### src/rtl/procyon_cdb_arbiter.sv
// procyon_cdb_arbiter
//
// Shares the single Common Data Bus among several functional units. Each unit
// pushes completed results into its own small FIFO. Every cycle a round-robin
// arbiter picks one non-empty FIFO head and broadcasts it through a registered
// CDB output. A full FIFO raises that unit's stall, and a flush throws away
// everything still waiting.
//
// Ports:
//   clk             - the only clock
//   rst             - synchronous active-high reset
//   i_flush         - pipeline flush; drops all queued and incoming results
//   i_req_en        - per-requester result valid
//   i_req_redirect  - per-requester redirect flag
//   i_req_data      - per-requester result data
//   i_req_tag       - per-requester ROB tag
//   o_req_stall     - per-requester backpressure (FIFO full)
//   o_cdb_en        - CDB broadcast valid
//   o_cdb_redirect  - CDB redirect flag
//   o_cdb_data      - CDB data (holds its last value when idle)
//   o_cdb_tag       - CDB ROB tag (holds its last value when idle)

module procyon_cdb_arbiter #(
  parameter int OPTN_DATA_WIDTH    = 32,
  parameter int OPTN_ROB_IDX_WIDTH = 5,
  parameter int OPTN_CDB_REQ_CNT   = 3,
  parameter int OPTN_CDB_BUF_DEPTH = 2
) (
  input  logic                          clk,
  input  logic                          rst,
  input  logic                          i_flush,
  input  logic [OPTN_CDB_REQ_CNT-1:0]   i_req_en,
  input  logic [OPTN_CDB_REQ_CNT-1:0]   i_req_redirect,
  input  logic [OPTN_DATA_WIDTH-1:0]    i_req_data [0:OPTN_CDB_REQ_CNT-1],
  input  logic [OPTN_ROB_IDX_WIDTH-1:0] i_req_tag  [0:OPTN_CDB_REQ_CNT-1],
  output logic [OPTN_CDB_REQ_CNT-1:0]   o_req_stall,
  output logic                          o_cdb_en,
  output logic                          o_cdb_redirect,
  output logic [OPTN_DATA_WIDTH-1:0]    o_cdb_data,
  output logic [OPTN_ROB_IDX_WIDTH-1:0] o_cdb_tag
);

  localparam int PtrWidth   = $clog2(OPTN_CDB_BUF_DEPTH);
  localparam int CountWidth = PtrWidth + 1;
  localparam int RrWidth    = $clog2(OPTN_CDB_REQ_CNT);

  localparam logic [CountWidth-1:0] FullCount    = CountWidth'(OPTN_CDB_BUF_DEPTH);
  localparam logic [RrWidth-1:0]    RrResetValue = RrWidth'(OPTN_CDB_REQ_CNT - 1);

  // FIFO storage, one small circular buffer per requester
  logic [OPTN_DATA_WIDTH-1:0]    bufData_q     [0:OPTN_CDB_REQ_CNT-1][0:OPTN_CDB_BUF_DEPTH-1];
  logic [OPTN_ROB_IDX_WIDTH-1:0] bufTag_q      [0:OPTN_CDB_REQ_CNT-1][0:OPTN_CDB_BUF_DEPTH-1];
  logic                          bufRedirect_q [0:OPTN_CDB_REQ_CNT-1][0:OPTN_CDB_BUF_DEPTH-1];

  logic [PtrWidth-1:0]   rdPtr_q [0:OPTN_CDB_REQ_CNT-1];
  logic [PtrWidth-1:0]   rdPtr_d [0:OPTN_CDB_REQ_CNT-1];
  logic [PtrWidth-1:0]   wrPtr_q [0:OPTN_CDB_REQ_CNT-1];
  logic [PtrWidth-1:0]   wrPtr_d [0:OPTN_CDB_REQ_CNT-1];
  logic [CountWidth-1:0] count_q [0:OPTN_CDB_REQ_CNT-1];
  logic [CountWidth-1:0] count_d [0:OPTN_CDB_REQ_CNT-1];

  logic [RrWidth-1:0] rrPtr_q;
  logic [RrWidth-1:0] rrPtr_d;

  logic                          grantValid;
  logic [RrWidth-1:0]            grantIdx;
  logic [OPTN_CDB_REQ_CNT-1:0]   enqueue;
  logic [OPTN_CDB_REQ_CNT-1:0]   dequeue;
  logic [OPTN_DATA_WIDTH-1:0]    headData;
  logic [OPTN_ROB_IDX_WIDTH-1:0] headTag;
  logic                          headRedirect;

  // Requester index reached by stepping 'offset' places past 'base', wrapping
  // at the requester count (which need not be a power of two).
  function automatic logic [RrWidth-1:0] rrIndex(input logic [RrWidth-1:0] base,
                                                 input int offset);
    return RrWidth'((int'(base) + offset) % OPTN_CDB_REQ_CNT);
  endfunction

  // A requester is stalled exactly when its FIFO is full. This depends only on
  // registered counts so requesters never see a combinational loop back from
  // their own request lines.
  always_comb begin
    o_req_stall = '0;
    for (int i = 0; i < OPTN_CDB_REQ_CNT; i++) begin
      o_req_stall[i] = (count_q[i] == FullCount);
    end
  end

  // Round-robin search starting one past the last winner. The first non-empty
  // FIFO found wins; because the search starts after the previous grant, every
  // busy requester gets a turn before any requester is served twice.
  always_comb begin
    grantValid = 1'b0;
    grantIdx   = rrPtr_q;
    for (int k = 1; k <= OPTN_CDB_REQ_CNT; k++) begin
      if (!grantValid && (count_q[rrIndex(rrPtr_q, k)] != '0)) begin
        grantValid = 1'b1;
        grantIdx   = rrIndex(rrPtr_q, k);
      end
    end
  end

  // Head fields of the winning FIFO, which feed the CDB output register.
  always_comb begin
    headData     = bufData_q[grantIdx][rdPtr_q[grantIdx]];
    headTag      = bufTag_q[grantIdx][rdPtr_q[grantIdx]];
    headRedirect = bufRedirect_q[grantIdx][rdPtr_q[grantIdx]];
  end

  // Per-FIFO push/pop decisions. A stalled requester's result is dropped, and
  // a flush blocks all pushes. The winner's head is popped in the same cycle
  // it is chosen, so a full FIFO still drains while stalled.
  always_comb begin
    enqueue = '0;
    dequeue = '0;
    for (int i = 0; i < OPTN_CDB_REQ_CNT; i++) begin
      enqueue[i] = i_req_en[i] & ~o_req_stall[i] & ~i_flush;
      dequeue[i] = grantValid && (grantIdx == RrWidth'(i));
    end
  end

  // Next pointer and count values. Push and pop on the same FIFO in one cycle
  // leave the count unchanged, giving full throughput. A flush empties every
  // FIFO but leaves the round-robin pointer alone so fairness carries across.
  always_comb begin
    for (int i = 0; i < OPTN_CDB_REQ_CNT; i++) begin
      rdPtr_d[i] = rdPtr_q[i];
      wrPtr_d[i] = wrPtr_q[i];
      count_d[i] = count_q[i];
      if (i_flush) begin
        rdPtr_d[i] = '0;
        wrPtr_d[i] = '0;
        count_d[i] = '0;
      end else begin
        wrPtr_d[i] = wrPtr_q[i] + PtrWidth'(enqueue[i]);
        rdPtr_d[i] = rdPtr_q[i] + PtrWidth'(dequeue[i]);
        count_d[i] = count_q[i] + CountWidth'(enqueue[i]) - CountWidth'(dequeue[i]);
      end
    end
    rrPtr_d = (grantValid && !i_flush) ? grantIdx : rrPtr_q;
  end

  // FIFO bookkeeping registers. Reset empties all FIFOs and parks the
  // round-robin pointer on the last requester so requester 0 goes first.
  always_ff @(posedge clk) begin
    if (rst) begin
      for (int i = 0; i < OPTN_CDB_REQ_CNT; i++) begin
        rdPtr_q[i] <= '0;
        wrPtr_q[i] <= '0;
        count_q[i] <= '0;
      end
      rrPtr_q <= RrResetValue;
    end else begin
      for (int i = 0; i < OPTN_CDB_REQ_CNT; i++) begin
        rdPtr_q[i] <= rdPtr_d[i];
        wrPtr_q[i] <= wrPtr_d[i];
        count_q[i] <= count_d[i];
      end
      rrPtr_q <= rrPtr_d;
    end
  end

  // FIFO payload storage. It needs no reset because the counts decide which
  // slots hold live entries.
  always_ff @(posedge clk) begin
    for (int i = 0; i < OPTN_CDB_REQ_CNT; i++) begin
      if (enqueue[i]) begin
        bufData_q[i][wrPtr_q[i]]     <= i_req_data[i];
        bufTag_q[i][wrPtr_q[i]]      <= i_req_tag[i];
        bufRedirect_q[i][wrPtr_q[i]] <= i_req_redirect[i];
      end
    end
  end

  // CDB output register. Valid and redirect are suppressed by a flush. Data
  // and tag only load on a grant so consumers see stable values while idle.
  always_ff @(posedge clk) begin
    if (rst) begin
      o_cdb_en       <= 1'b0;
      o_cdb_redirect <= 1'b0;
      o_cdb_data     <= '0;
      o_cdb_tag      <= '0;
    end else begin
      o_cdb_en       <= grantValid & ~i_flush;
      o_cdb_redirect <= grantValid & ~i_flush & headRedirect;
      if (grantValid) begin
        o_cdb_data <= headData;
        o_cdb_tag  <= headTag;
      end
    end
  end

endmodule

### config.mk
export PLATFORM = sky130hd
export DESIGN_NAME = procyon_cdb_arbiter
export DESIGN_NICKNAME = d
export VERILOG_FILES = /design/src/rtl/procyon_cdb_arbiter.sv
export SDC_FILE = /design/constraint.sdc
export NUM_CORES = 1
export LEC_CHECK = 0
export BUFFER_PORTS_ARGS = -buffer_cell sky130_fd_sc_hd__buf_2
export CAP_MARGIN = 10
export CORE_AREA = 2 2 153 155
export CTS_BUF_LIST = sky130_fd_sc_hd__clkbuf_8
export CTS_CLUSTER_DIAMETER = 80
export DETAILED_ROUTE_END_ITERATION = 12
export DIE_AREA = 0 0 155 157
export HOLD_SLACK_MARGIN = 0.03
export PLACE_DENSITY = 0.73
export RECOVER_POWER = 50
export SETUP_SLACK_MARGIN = 0.1
export SLEW_MARGIN = 20
export SYNTH_ARGS = -nofsm -noshare
export SYNTH_HDL_FRONTEND = slang
export SYNTH_SLANG_ARGS = --single-unit
export TNS_END_PERCENT = 5
### constraint.sdc
create_clock -name clk -period 3.3 [get_ports clk]
set_clock_uncertainty 0.15 [all_clocks]
set_input_delay 0.33 -clock clk [delete_from_list [all_inputs] [get_ports clk]]
set_output_delay 0.33 -clock clk [all_outputs]
set_load 0.005 [all_outputs]
==> results.md, run 1 <==
* number of buffer and inverter stages on the critical path: 2
* number of setup violations in the final report: 0
* Post-Syn Nets: 930
* antenna violations before repair: 2
* number of synthesized flops with an enable pin: 228
* Slowest-stage cell, CP: sky130_fd_sc_hd__a2111o_2
* Initial Util: 0.494
* top cell type's share of synthesized area: 0.616
* worst hold-check path type: in2reg
* Power, Total: 13,800 uW
* critical path capture point type: flip-flop
* Placement Rows: 55
* Worst path max stage delay: 0.60 ns
* total of buffers placed on input and output ports: 161
* per-cell via count in the routed design: 5.51
* mean cell area of the mapped netlist: 14.0 sq um
* layout cell share with drive strength beyond 1: 0.199
* TritonCTS clock tree: yes
* gate count after technology mapping: 794
* vias in the first global route: 8,019
* cell area after synthesis: 0.0111 sq mm
* Setup Total Neg Slack: 0 ns
* sequential cell area fraction in the yosys report: 0.711
* leading cell types in the layout, fill and taps excluded: 228 x sky130_fd_sc_hd__edfxtp_1, 150 x sky130_fd_sc_hd__nand2_1, 115 x sky130_fd_sc_hd__dlygate4sd3_1
* Boundary Pins: 162
* H-tree level count: 2
* leakage power: 0.00549 uW
* drt first pass iters: 5
* grt total ovfl: 0
* Worst EP arrival: 3.52 ns
* actual slew at the worst max-slew pin: 0.859 ns
* ordered list of cells on the worst path: inv_6 > ha_4 > mux2i_4 > a21oi_2 > or3_4 > o211ai_4 > mux2i_2 > a2111o_2 > buf_12 > a311oi_4 > a211o_1
* Ys Warns: 0
* Global Route Usage Sum: 0.234
* maximum number of pins on one net before global-route repair: 93
* clock tree root buffer cell: sky130_fd_sc_hd__clkbuf_8
* origin of the worst setup path: rrPtr_q[0]$_SDFFE_PP0P_
* wire length of the first global-routing pass: 43,500 um
* largest fanout on the critical path: 7
* clock buffers created by TritonCTS: 47
* total power divided by cell area: 936 mW/mm^2
* critical hold path startpoint: i_flush
* Clock Pin Slew Worst Setup and Hold Paths: 0.06 ns
* final weighted congestion in routability-driven placement: 0.806
* worst r2r src: rrPtr_q[0]$_SDFFE_PP0P_
* height of the die: 157 um
* Avg WL per Cell: 20.6 um
* clock latency reported for the late side of the worst-skew pair: 0.56 ns
* count of max-cap constraint violations: 0
* top area cells in the synthesized netlist: sky130_fd_sc_hd__edfxtp_1 62%, sky130_fd_sc_hd__dfxtp_1 9.5%, sky130_fd_sc_hd__nand2_1 5.1%
* kind of cell with the highest combined delay on the critical path: compound AO/OA/AOI/OAI gates
* Async SR Flop Fraction: 0
* achievable frequency: 314 MHz
* Final min period: 3.19 ns
* unrepaired setup endpoints after global routing: true
* run status: finished clean
* Core Box Area: 0.0225 sq mm
* full die area: 0.0243 sq mm
* fin nets: 1,240
* Final Hold Viols: 0
* most frequent standard cell in the layout excluding fill and tap cells: sky130_fd_sc_hd__edfxtp_1
* Residual DRC: 0
* count of different cell masters after synthesis: 50
* Chip Width: 155 um
* element type at the critical path start: flip-flop
* number of synthesized register bits: 281
* final worst-path cycle share: 0.965
* layout overhead on the synthesized area: 32.3%
* biggest area consumer among synthesized cells: sky130_fd_sc_hd__edfxtp_1
* number of vias after detailed routing: 7,886
* worst-case headroom to the max-slew limit: 0.426
* CTS Buffer Depth: 3
* overall routed net length: 29,500 um
* initial DRC count: 578
* worst-case vdd ir drop: 0.00114 V
* category of the critical setup timing path: reg2reg
* placed wire-length estimate after detailed placement: 16,300 um
* WP data required: 3.63 ns
* total count of max-transition violations in the final report: 0
* prevailing post-synth register cell: sky130_fd_sc_hd__edfxtp_1
* post-route ant nets: 0
* TritonCTS sink count: 281
==> routing by layer <==
layer  global-route usage  wire [um]  up-vias
met1                0.285      11600     3858
met4               0.0728        648        0
met3               0.0405       1960       54
li1                     -          -     3644
met5                    0          0        -
met2                0.425      15300      330
==> cells in the mapped netlist, types with 2 or more instances <==
cell type                  count
sky130_fd_sc_hd__nor2_1       56
sky130_fd_sc_hd__buf_1         2
sky130_fd_sc_hd__clkbuf_1     36
sky130_fd_sc_hd__o21ai_0       6
sky130_fd_sc_hd__edfxtp_1    228
sky130_fd_sc_hd__dfxtp_1      53
sky130_fd_sc_hd__mux2i_1       3
sky130_fd_sc_hd__buf_2        10
sky130_fd_sc_hd__a311oi_1     45
sky130_fd_sc_hd__and2_1        4
sky130_fd_sc_hd__ha_1         16
sky130_fd_sc_hd__nor2b_1       4
sky130_fd_sc_hd__xor2_1        3
sky130_fd_sc_hd__nor4_1        2
sky130_fd_sc_hd__or3_1         2
sky130_fd_sc_hd__buf_6         5
sky130_fd_sc_hd__inv_2         2
sky130_fd_sc_hd__nand2b_1      3
sky130_fd_sc_hd__nor3_1        6
sky130_fd_sc_hd__a311oi_2     30
sky130_fd_sc_hd__nor3b_1       3
sky130_fd_sc_hd__a2111o_1      2
sky130_fd_sc_hd__nand2_1     151
sky130_fd_sc_hd__a21oi_1      39
sky130_fd_sc_hd__xnor2_1       6
sky130_fd_sc_hd__a211o_1      38
sky130_fd_sc_hd__inv_1        11
sky130_fd_sc_hd__mux2_2        3
sky130_fd_sc_hd__o22ai_1       2
sky130_fd_sc_hd__or2_2         3
==> report_power, final <==
part | total, uW | switching [uW] | leakage, uW | internal, uW
clock network | 3000 | 1400 | 0.000548 | 1610
registers | 4470 | 213 | 0.00253 | 4260
logic | 6290 | 3880 | 0.00241 | 2410
total | 13800 | 5490 | 0.00549 | 8280
==> worst min-delay path, cell delays in order <==
cell	delay, ns
sky130_fd_sc_hd__buf_2	0.16
sky130_fd_sc_hd__or2_2	0.17
sky130_fd_sc_hd__a211oi_1	0.07
==> registers in the layout, indices dropped and copies added, names as in the netlist <==
name	flops
bufData_q	192
bufRedirect_q	6
bufTag_q	30
count_q	6
o_cdb_data	32
o_cdb_en	1
o_cdb_redirect	1
o_cdb_tag	5
rdPtr_q	3
rrPtr_q	2
wrPtr_q	3
==> path summary, 6_finish.rpt <==
path | endpoint | slack [ns] | cells past startpoint
max | o_cdb_data[22]$_SDFFE_PP0P_ | 0.11 | 11
min | rrPtr_q[0]$_SDFFE_PP0P_ | 0.09 | 3
max reg2reg | o_cdb_data[22]$_SDFFE_PP0P_ | 0.11 | 11
min reg2reg | o_cdb_data[11]$_SDFFE_PP0P_ | 0.31 | 1
==> cell type report <==
| cell class | instances | area (sq um) |
|---|---|---|
| clock inverters | 33 | 174 |
| diodes | 2 | 5.00 |
| clock buffers | 55 | 757 |
| repair buffers | 314 | 2270 |
| multi-input cells | 447 | 3170 |
| well taps | 285 | 357 |
| flip-flops and latches | 281 | 7920 |
| fillers | 1683 | 7800 |
| inverters | 13 | 53.8 |
==> through the flow <==
stage                     worst slack [ns]  hold WS [ns]   util  cells  cell area (sq um)
after floorplan                     0.0578         0.245      -    794              11200
after global placement               0.121         0.292  0.554   1215              12500
after detailed placement            0.0411         0.298  0.554   1215              12500
final                                0.115        0.0875  0.653   1430              14700
after CTS                           0.0729        0.0567  0.647   1418              14600
after global routing                0.0330         0.106  0.653   1430              14700
==> cells by family after synthesis <==
| family | after synthesis | share of synthesized area |
|---|---|---|
| AND/OR/NAND/NOR | 241 | 0.0897 |
| adder cells (fa/ha/maj) | 16 | 0.0180 |
| multiplexers | 8 | 0.00912 |
| buffers and inverters | 66 | 0.0268 |
| AO/OA/AOI/OAI | 173 | 0.138 |
| flip-flops | 281 | 0.711 |
| XOR/XNOR | 9 | 0.00709 |
==> timing repair <==
item,4_1_cts,5_1_grt
pin swaps,1,12
resized for setup,1,39
setup endpoints to repair,29,43
hold buffers,115,0
hold endpoints to repair,230,0
setup buffers,0,8
gates cloned,0,2
Note: power is estimated with default switching activity, not from simulation.
==> inputs of run 2 (changes only) <==
--- a/config.mk
+++ b/config.mk
@@ -5,15 +5,16 @@
 export SDC_FILE = /design/constraint.sdc
 export NUM_CORES = 1
 export LEC_CHECK = 0
+export ABC_AREA = 1
 export BUFFER_PORTS_ARGS = -buffer_cell sky130_fd_sc_hd__buf_2
 export CAP_MARGIN = 10
-export CORE_AREA = 2 2 153 155
+export CORE_AREA = 2 2 161 163
 export CTS_BUF_LIST = sky130_fd_sc_hd__clkbuf_8
 export CTS_CLUSTER_DIAMETER = 80
 export DETAILED_ROUTE_END_ITERATION = 12
-export DIE_AREA = 0 0 155 157
+export DIE_AREA = 0 0 163 165
 export HOLD_SLACK_MARGIN = 0.03
-export PLACE_DENSITY = 0.73
+export PLACE_DENSITY = 0.72
 export RECOVER_POWER = 50
 export SETUP_SLACK_MARGIN = 0.1
 export SLEW_MARGIN = 20
==> results.md, run 2 <==
* cell area after synthesis: 0.0124 sq mm
* setup fix buffers added after clock tree synthesis: 0
* kind of cell with the highest combined delay on the critical path: simple AND/OR/NAND/NOR gates
* worst hold-check path type: in2reg
* post-route ant nets: 0
* TritonCTS sink count: 281
* reg2reg path depth: 17
* grt total ovfl: 0
* total of buffers placed on input and output ports: 161
* number of synthesized register bits: 281
* most common cell in the synthesized netlist: sky130_fd_sc_hd__nand2_1
* element type at the critical path start: flip-flop
* number of setup violations in the final report: 0
* layout cell share with drive strength beyond 1: 0.106
* capturing element of the worst setup path: count_q[2][1]$_SDFF_PP0_
* Ys Warns: 0
* most frequent standard cell in the layout excluding fill and tap cells: sky130_fd_sc_hd__nand2_1
* Worst EP arrival: 3.35 ns
* number of fillers in the final layout: 2,080
* TritonCTS clock tree: yes
* overall routed net length: 30,100 um
* clock latency reported for the late side of the worst-skew pair: 0.55 ns
* layout overhead on the synthesized area: 25.0%
* clock buffers created by TritonCTS: 47
* CTS Buffer Depth: 3
* Core Box Area: 0.0250 sq mm
* Boundary Pins: 162
* Global Route Usage Sum: 0.224
* Final min period: 3.02 ns
* Chip Width: 163 um
* prevailing post-synth register cell: sky130_fd_sc_hd__edfxtp_1
* Async SR Flop Fraction: 0
* final weighted congestion in routability-driven placement: 0.759
* wire length of the first global-routing pass: 46,300 um
* Avg WL per Cell: 15.5 um
* achievable frequency: 331 MHz
* Clock Pin Slew Worst Setup and Hold Paths: 0.06 ns
* number of logic stages on the critical path including buffering: 17
* H-tree level count: 2
* antenna violations before repair: 1
* ordered list of cells on the worst path: inv_1 > ha_1 > nand2_1 > o21ai_1 > a21oi_2 > nand3_4 > inv_2 > nand2_2 > nand2_4 > inv_4 > nand3_1 > inv_1 > ha_1 > inv_1 > ha_1 > or2_2 > a21oi_1
* critical path capture point type: flip-flop
* Final Hold Viols: 0
* Largest register FFs: 192
* leading cell types in the layout, fill and taps excluded: 363 x sky130_fd_sc_hd__nand2_1, 259 x sky130_fd_sc_hd__inv_1, 228 x sky130_fd_sc_hd__edfxtp_1
* Residual DRC: 0
* Placement Rows: 58
* total area of sequential cells: 0.00791 sq mm
* Setup Total Neg Slack: 0 ns
* number of buffer and inverter stages on the critical path: 5
* per-cell via count in the routed design: 4.85
* vias in the first global route: 9,186
* largest fanout on the critical path: 18
* full die area: 0.0269 sq mm
* total count of max-transition violations in the final report: 0
* drt first pass iters: 5
* count of different cell masters after synthesis: 32
* Crit Reg-Reg Endpoint: count_q[2][1]$_SDFF_PP0_
* WP data required: 3.63 ns
* run status: finished clean
* final worst-path cycle share: 0.915
* Initial Util: 0.494
* Worst path max stage delay: 0.42 ns
* sequential cell area fraction in the yosys report: 0.639
* core occupancy in the finished layout: 0.618
* mean cell area of the mapped netlist: 9.68 sq um
* actual slew at the worst max-slew pin: 0.816 ns
* gate count after technology mapping: 1,279
* unrepaired setup endpoints after global routing: true
* internal reg-to-reg setup slack: 0.28 ns
* placed wire-length estimate after detailed placement: 18,800 um
* top cell type's share of synthesized area: 0.553
* Slowest-stage cell, CP: sky130_fd_sc_hd__dfxtp_1
* number of vias after detailed routing: 9,409
* worst-case headroom to the max-slew limit: 0.455
* origin of the worst setup path: rrPtr_q[1]$_SDFFE_PP1P_
* biggest area consumer among synthesized cells: sky130_fd_sc_hd__edfxtp_1
* count of max-cap constraint violations: 0
* top area cells in the synthesized netlist: sky130_fd_sc_hd__edfxtp_1 55%, sky130_fd_sc_hd__nand2_1 11%, sky130_fd_sc_hd__dfxtp_1 8.6%
* height of the die: 165 um
* maximum number of pins on one net before global-route repair: 75
* worst r2r src: rrPtr_q[1]$_SDFFE_PP1P_
* number of synthesized flops with an enable pin: 228
* list of most frequent post-synthesis cells: 364 x sky130_fd_sc_hd__nand2_1, 246 x sky130_fd_sc_hd__inv_1, 228 x sky130_fd_sc_hd__edfxtp_1, 193 x sky130_fd_sc_hd__nand3_1, 53 x sky130_fd_sc_hd__dfxtp_1
* initial DRC count: 692
* category of the critical setup timing path: reg2reg
* Post-Syn Nets: 1,415
* clock tree root buffer cell: sky130_fd_sc_hd__clkbuf_8
* fin nets: 1,706
* area of combinational cells with multiple inputs: 0.00320 sq mm
run 2: cell types whose count changed in the layout (fill, tap and decap cells not counted), moves of 32 or more:
cell / delta
sky130_fd_sc_hd__a211o_1: -38
sky130_fd_sc_hd__a21oi_1: -32
sky130_fd_sc_hd__a311oi_1: -44
sky130_fd_sc_hd__inv_1: +232
sky130_fd_sc_hd__nand2_1: +213
sky130_fd_sc_hd__nand3_1: +193
sky130_fd_sc_hd__o21ai_0: +38
run 2: area by class of cell:
class / instances / area share
clock buffers: 54 / 0.0480
well taps: 330 / 0.0267
repair buffers: 300 / 0.134
inverters: 257 / 0.0625
diodes: 2 / 0.000323
flip-flops and latches: 281 / 0.511
clock inverters: 34 / 0.0110
multi-input cells: 683 / 0.207
run 2: repair_timing:
item,in CTS,in global routing
setup endpoints to repair,0,40
hold buffers,116,0
endpoints found under the hold margin,233,0
resized for setup,0,2
run 2: how the worst min path moves through the flow:
stage | start | end | slack (ns) | depth (start not counted)
global placement | rdPtr_q[1]$_SDFF_PP0_ | rdPtr_q[1]$_SDFF_PP0_ | 0.32 | 2
global route | i_req_en[2] | wrPtr_q[0][2]$_SDFF_PP0_ | 0.27 | 5
CTS | i_req_en[2] | wrPtr_q[0][2]$_SDFF_PP0_ | 0.21 | 5
finish | i_req_en[2] | wrPtr_q[0][2]$_SDFF_PP0_ | 0.23 | 5
detailed placement | rdPtr_q[1]$_SDFF_PP0_ | rdPtr_q[1]$_SDFF_PP0_ | 0.34 | 2
floorplan | i_req_data[64] | bufData_q[0][0]$_DFFE_PP_ | 0.28 | 0
run 2: logic make-up (layout without fill, tap and decap cells):
kind of cell / after synthesis / in the layout / synth area share
simple gates: 606 / 606 / 0.212
other cells: 0 / 2 / 0
flops: 281 / 281 / 0.639
compound gates: 58 / 58 / 0.0245
buf+inv: 315 / 645 / 0.106
fa+ha+maj: 16 / 16 / 0.0162
xor+xnor: 3 / 3 / 0.00212
run 2: tightest hold or removal path: cells and delay by family:
| kind | cells | cell delay, ns |
|---|---|---|
| buf+inv | 1 | 0.09 |
| simple gates | 3 | 0.22 |
| fa+ha+maj | 1 | 0.26 |
run 2: through the flow:
stage,cell area [sq um],instances,hold WS [ns],setup WS [ns]
3_3_place_gp,13500,1735,0.324,0.345
2_1_floorplan,12400,1279,0.279,0.249
3_5_place_dp,13500,1735,0.337,0.209
5_1_grt,15500,1940,0.267,0.0146
4_1_cts,15600,1939,0.206,0.204
6_report,15500,1941,0.233,0.280
run 2: per-layer routing:
layer	wire [um]	track usage
met1	11800	0.267
met2	15200	0.397
met3	2110	0.0412
met4	990	0.101
met5	0	0
Power of run 2 is not shown: default switching activity piles up to over one toggle a cycle in this logic, so the estimate is an artifact.
==> inputs of run 3 (changes only) <==
--- a/config.mk
+++ b/config.mk
@@ -6,7 +6,7 @@
 export NUM_CORES = 1
 export LEC_CHECK = 0
 export ABC_AREA = 1
-export BUFFER_PORTS_ARGS = -buffer_cell sky130_fd_sc_hd__buf_2
+export BUFFER_PORTS_ARGS = -buffer_cell sky130_fd_sc_hd__buf_4
 export CAP_MARGIN = 10
 export CORE_AREA = 2 2 161 163
 export CTS_BUF_LIST = sky130_fd_sc_hd__clkbuf_8
==> results.md, run 3 (synthesized netlist as in run 2, its figures left out) <==
* critical path capture point type: flip-flop
* worst hold-check path type: in2reg
* initial DRC count: 745
* Clock Pin Slew Worst Setup and Hold Paths: 0.06 ns
* Boundary Pins: 162
* full die area: 0.0269 sq mm
* per-cell via count in the routed design: 4.88
* element type at the critical path start: flip-flop
* count of max-cap constraint violations: 0
* Setup Total Neg Slack: 0 ns
* layout overhead on the synthesized area: 27.0%
* ordered list of cells on the worst path: inv_2 > ha_4 > inv_2 > nand2_1 > nor2_2 > nand2_1 > o21ai_2 > nand3_4 > inv_4 > nand2_2 > nand2_4 > inv_4 > nand3_1 > inv_1 > ha_1 > inv_1 > ha_1 > or2_2 > a21oi_1
* leading cell types in the layout, fill and taps excluded: 363 x sky130_fd_sc_hd__nand2_1, 264 x sky130_fd_sc_hd__inv_1, 228 x sky130_fd_sc_hd__edfxtp_1
* height of the die: 165 um
* Worst path max stage delay: 0.37 ns
* Avg WL per Cell: 15.6 um
* most frequent standard cell in the layout excluding fill and tap cells: sky130_fd_sc_hd__nand2_1
* most utilized layer in the global route result: met2
* unrepaired setup endpoints after global routing: false
* Global Route Usage Sum: 0.227
* Chip Width: 163 um
* met2 usage in global routing: 0.400
* final weighted congestion in routability-driven placement: 0.781
* Final min period: 3.02 ns
* run status: finished clean
* clock latency reported for the late side of the worst-skew pair: 0.54 ns
* number of logic stages on the critical path including buffering: 19
* TritonCTS sink count: 281
* vias in the first global route: 9,302
* WP data required: 3.60 ns
* actual slew at the worst max-slew pin: 0.816 ns
* number of vias after detailed routing: 9,467
* reg2reg path depth: 19
* Worst EP arrival: 3.32 ns
* clock buffers created by TritonCTS: 46
* M1 GR Usage: 0.278
* Residual DRC: 0
* origin of the worst setup path: rrPtr_q[0]$_SDFFE_PP0P_
* Largest register FFs: 192
* area of combinational cells with multiple inputs: 0.00320 sq mm
* final worst-path cycle share: 0.914
* worst-case headroom to the max-slew limit: 0.456
* fin nets: 1,705
* overall routed net length: 30,200 um
* total area of sequential cells: 0.00791 sq mm
* Final Hold Viols: 0
* Placement Rows: 58
* Slowest-stage cell, CP: sky130_fd_sc_hd__dfxtp_1
* number of buffer and inverter stages on the critical path: 6
* total of buffers placed on input and output ports: 161
* number of fillers in the final layout: 2,004
* total count of max-transition violations in the final report: 0
* largest fanout on the critical path: 17
* grt total ovfl: 0
* capturing element of the worst setup path: count_q[2][1]$_SDFF_PP0_
* drt first pass iters: 5
* placed wire-length estimate after detailed placement: 18,600 um
* wire length of the first global-routing pass: 47,000 um
* CTS Buffer Depth: 3
* Initial Util: 0.494
* Core Box Area: 0.0250 sq mm
* post-route ant nets: 0
* kind of cell with the highest combined delay on the critical path: simple AND/OR/NAND/NOR gates
* category of the critical setup timing path: reg2reg
* H-tree level count: 2
* antenna violations before repair: 2
* TritonCTS clock tree: yes
* GR Util met3: 0.0384
* Crit Reg-Reg Endpoint: count_q[2][1]$_SDFF_PP0_
* number of setup violations in the final report: 0
* layout cell share with drive strength beyond 1: 0.139
* achievable frequency: 331 MHz
* worst r2r src: rrPtr_q[0]$_SDFFE_PP0P_
* clock tree root buffer cell: sky130_fd_sc_hd__clkbuf_8
* internal reg-to-reg setup slack: 0.28 ns
* maximum number of pins on one net before global-route repair: 75
-- run 3: repair_timing --
item / CTS / global route
buffers inserted: 0 / 1
setup endpoints to repair: 0 / 40
hold buffers: 116 / 0
hold endpoints to repair: 233 / 0
resized for setup: 0 / 7
-- run 3: how the worst min path moves through the flow --
stage	cells after the start	from	endpoint
2_1_floorplan	0	i_req_data[64]	bufData_q[0][0]$_DFFE_PP_
3_3_place_gp	2	rdPtr_q[1]$_SDFF_PP0_	rdPtr_q[1]$_SDFF_PP0_
3_5_place_dp	2	rdPtr_q[1]$_SDFF_PP0_	rdPtr_q[1]$_SDFF_PP0_
4_1_cts	6	i_req_en[2]	count_q[2][1]$_SDFF_PP0_
5_1_grt	5	i_req_en[2]	wrPtr_q[0][2]$_SDFF_PP0_
6_report	5	i_req_en[2]	wrPtr_q[0][2]$_SDFF_PP0_
-- run 3: worst min-delay path, cell delays in order --
cell and delay [ns]:
sky130_fd_sc_hd__buf_4 0.10, sky130_fd_sc_hd__nand2_1 0.06, sky130_fd_sc_hd__nor2_1 0.08, sky130_fd_sc_hd__ha_2 0.26, sky130_fd_sc_hd__nor2_1 0.08
-- run 3: final cells by class --
cell class              instances  area share
flip-flops and latches        281       0.503
multi-input cells             683       0.203
repair buffers                300       0.151
inverters                     257      0.0617
clock buffers                  51      0.0447
well taps                     330      0.0263
clock inverters                34     0.00915
diodes                          2    0.000318
-- run 3: through the flow --
| step | util | hold slack, ns | std cells | worst slack (ns) | area (sq um) |
|---|---|---|---|---|---|
| 2_1_floorplan | - | 0.279 | 1279 | 0.249 | 12400 |
| 3_3_place_gp | 0.556 | 0.330 | 1734 | 0.289 | 13900 |
| 3_5_place_dp | 0.556 | 0.330 | 1734 | 0.208 | 13900 |
| 4_1_cts | 0.636 | 0.240 | 1935 | 0.199 | 15900 |
| 5_1_grt | 0.628 | 0.260 | 1937 | 0.0837 | 15700 |
| 6_report | 0.628 | 0.264 | 1938 | 0.282 | 15700 |
-- run 3: layer usage --
| metal | vias to the layer above | wire length [um] |
|---|---|---|
| met5 | - | 13 |
| met4 | 2 | 1020 |
| met3 | 95 | 2110 |
| met2 | 379 | 14900 |
| met1 | 4325 | 12100 |
| li1 | 4666 | - |
Power of run 3 is left out for the same reason.
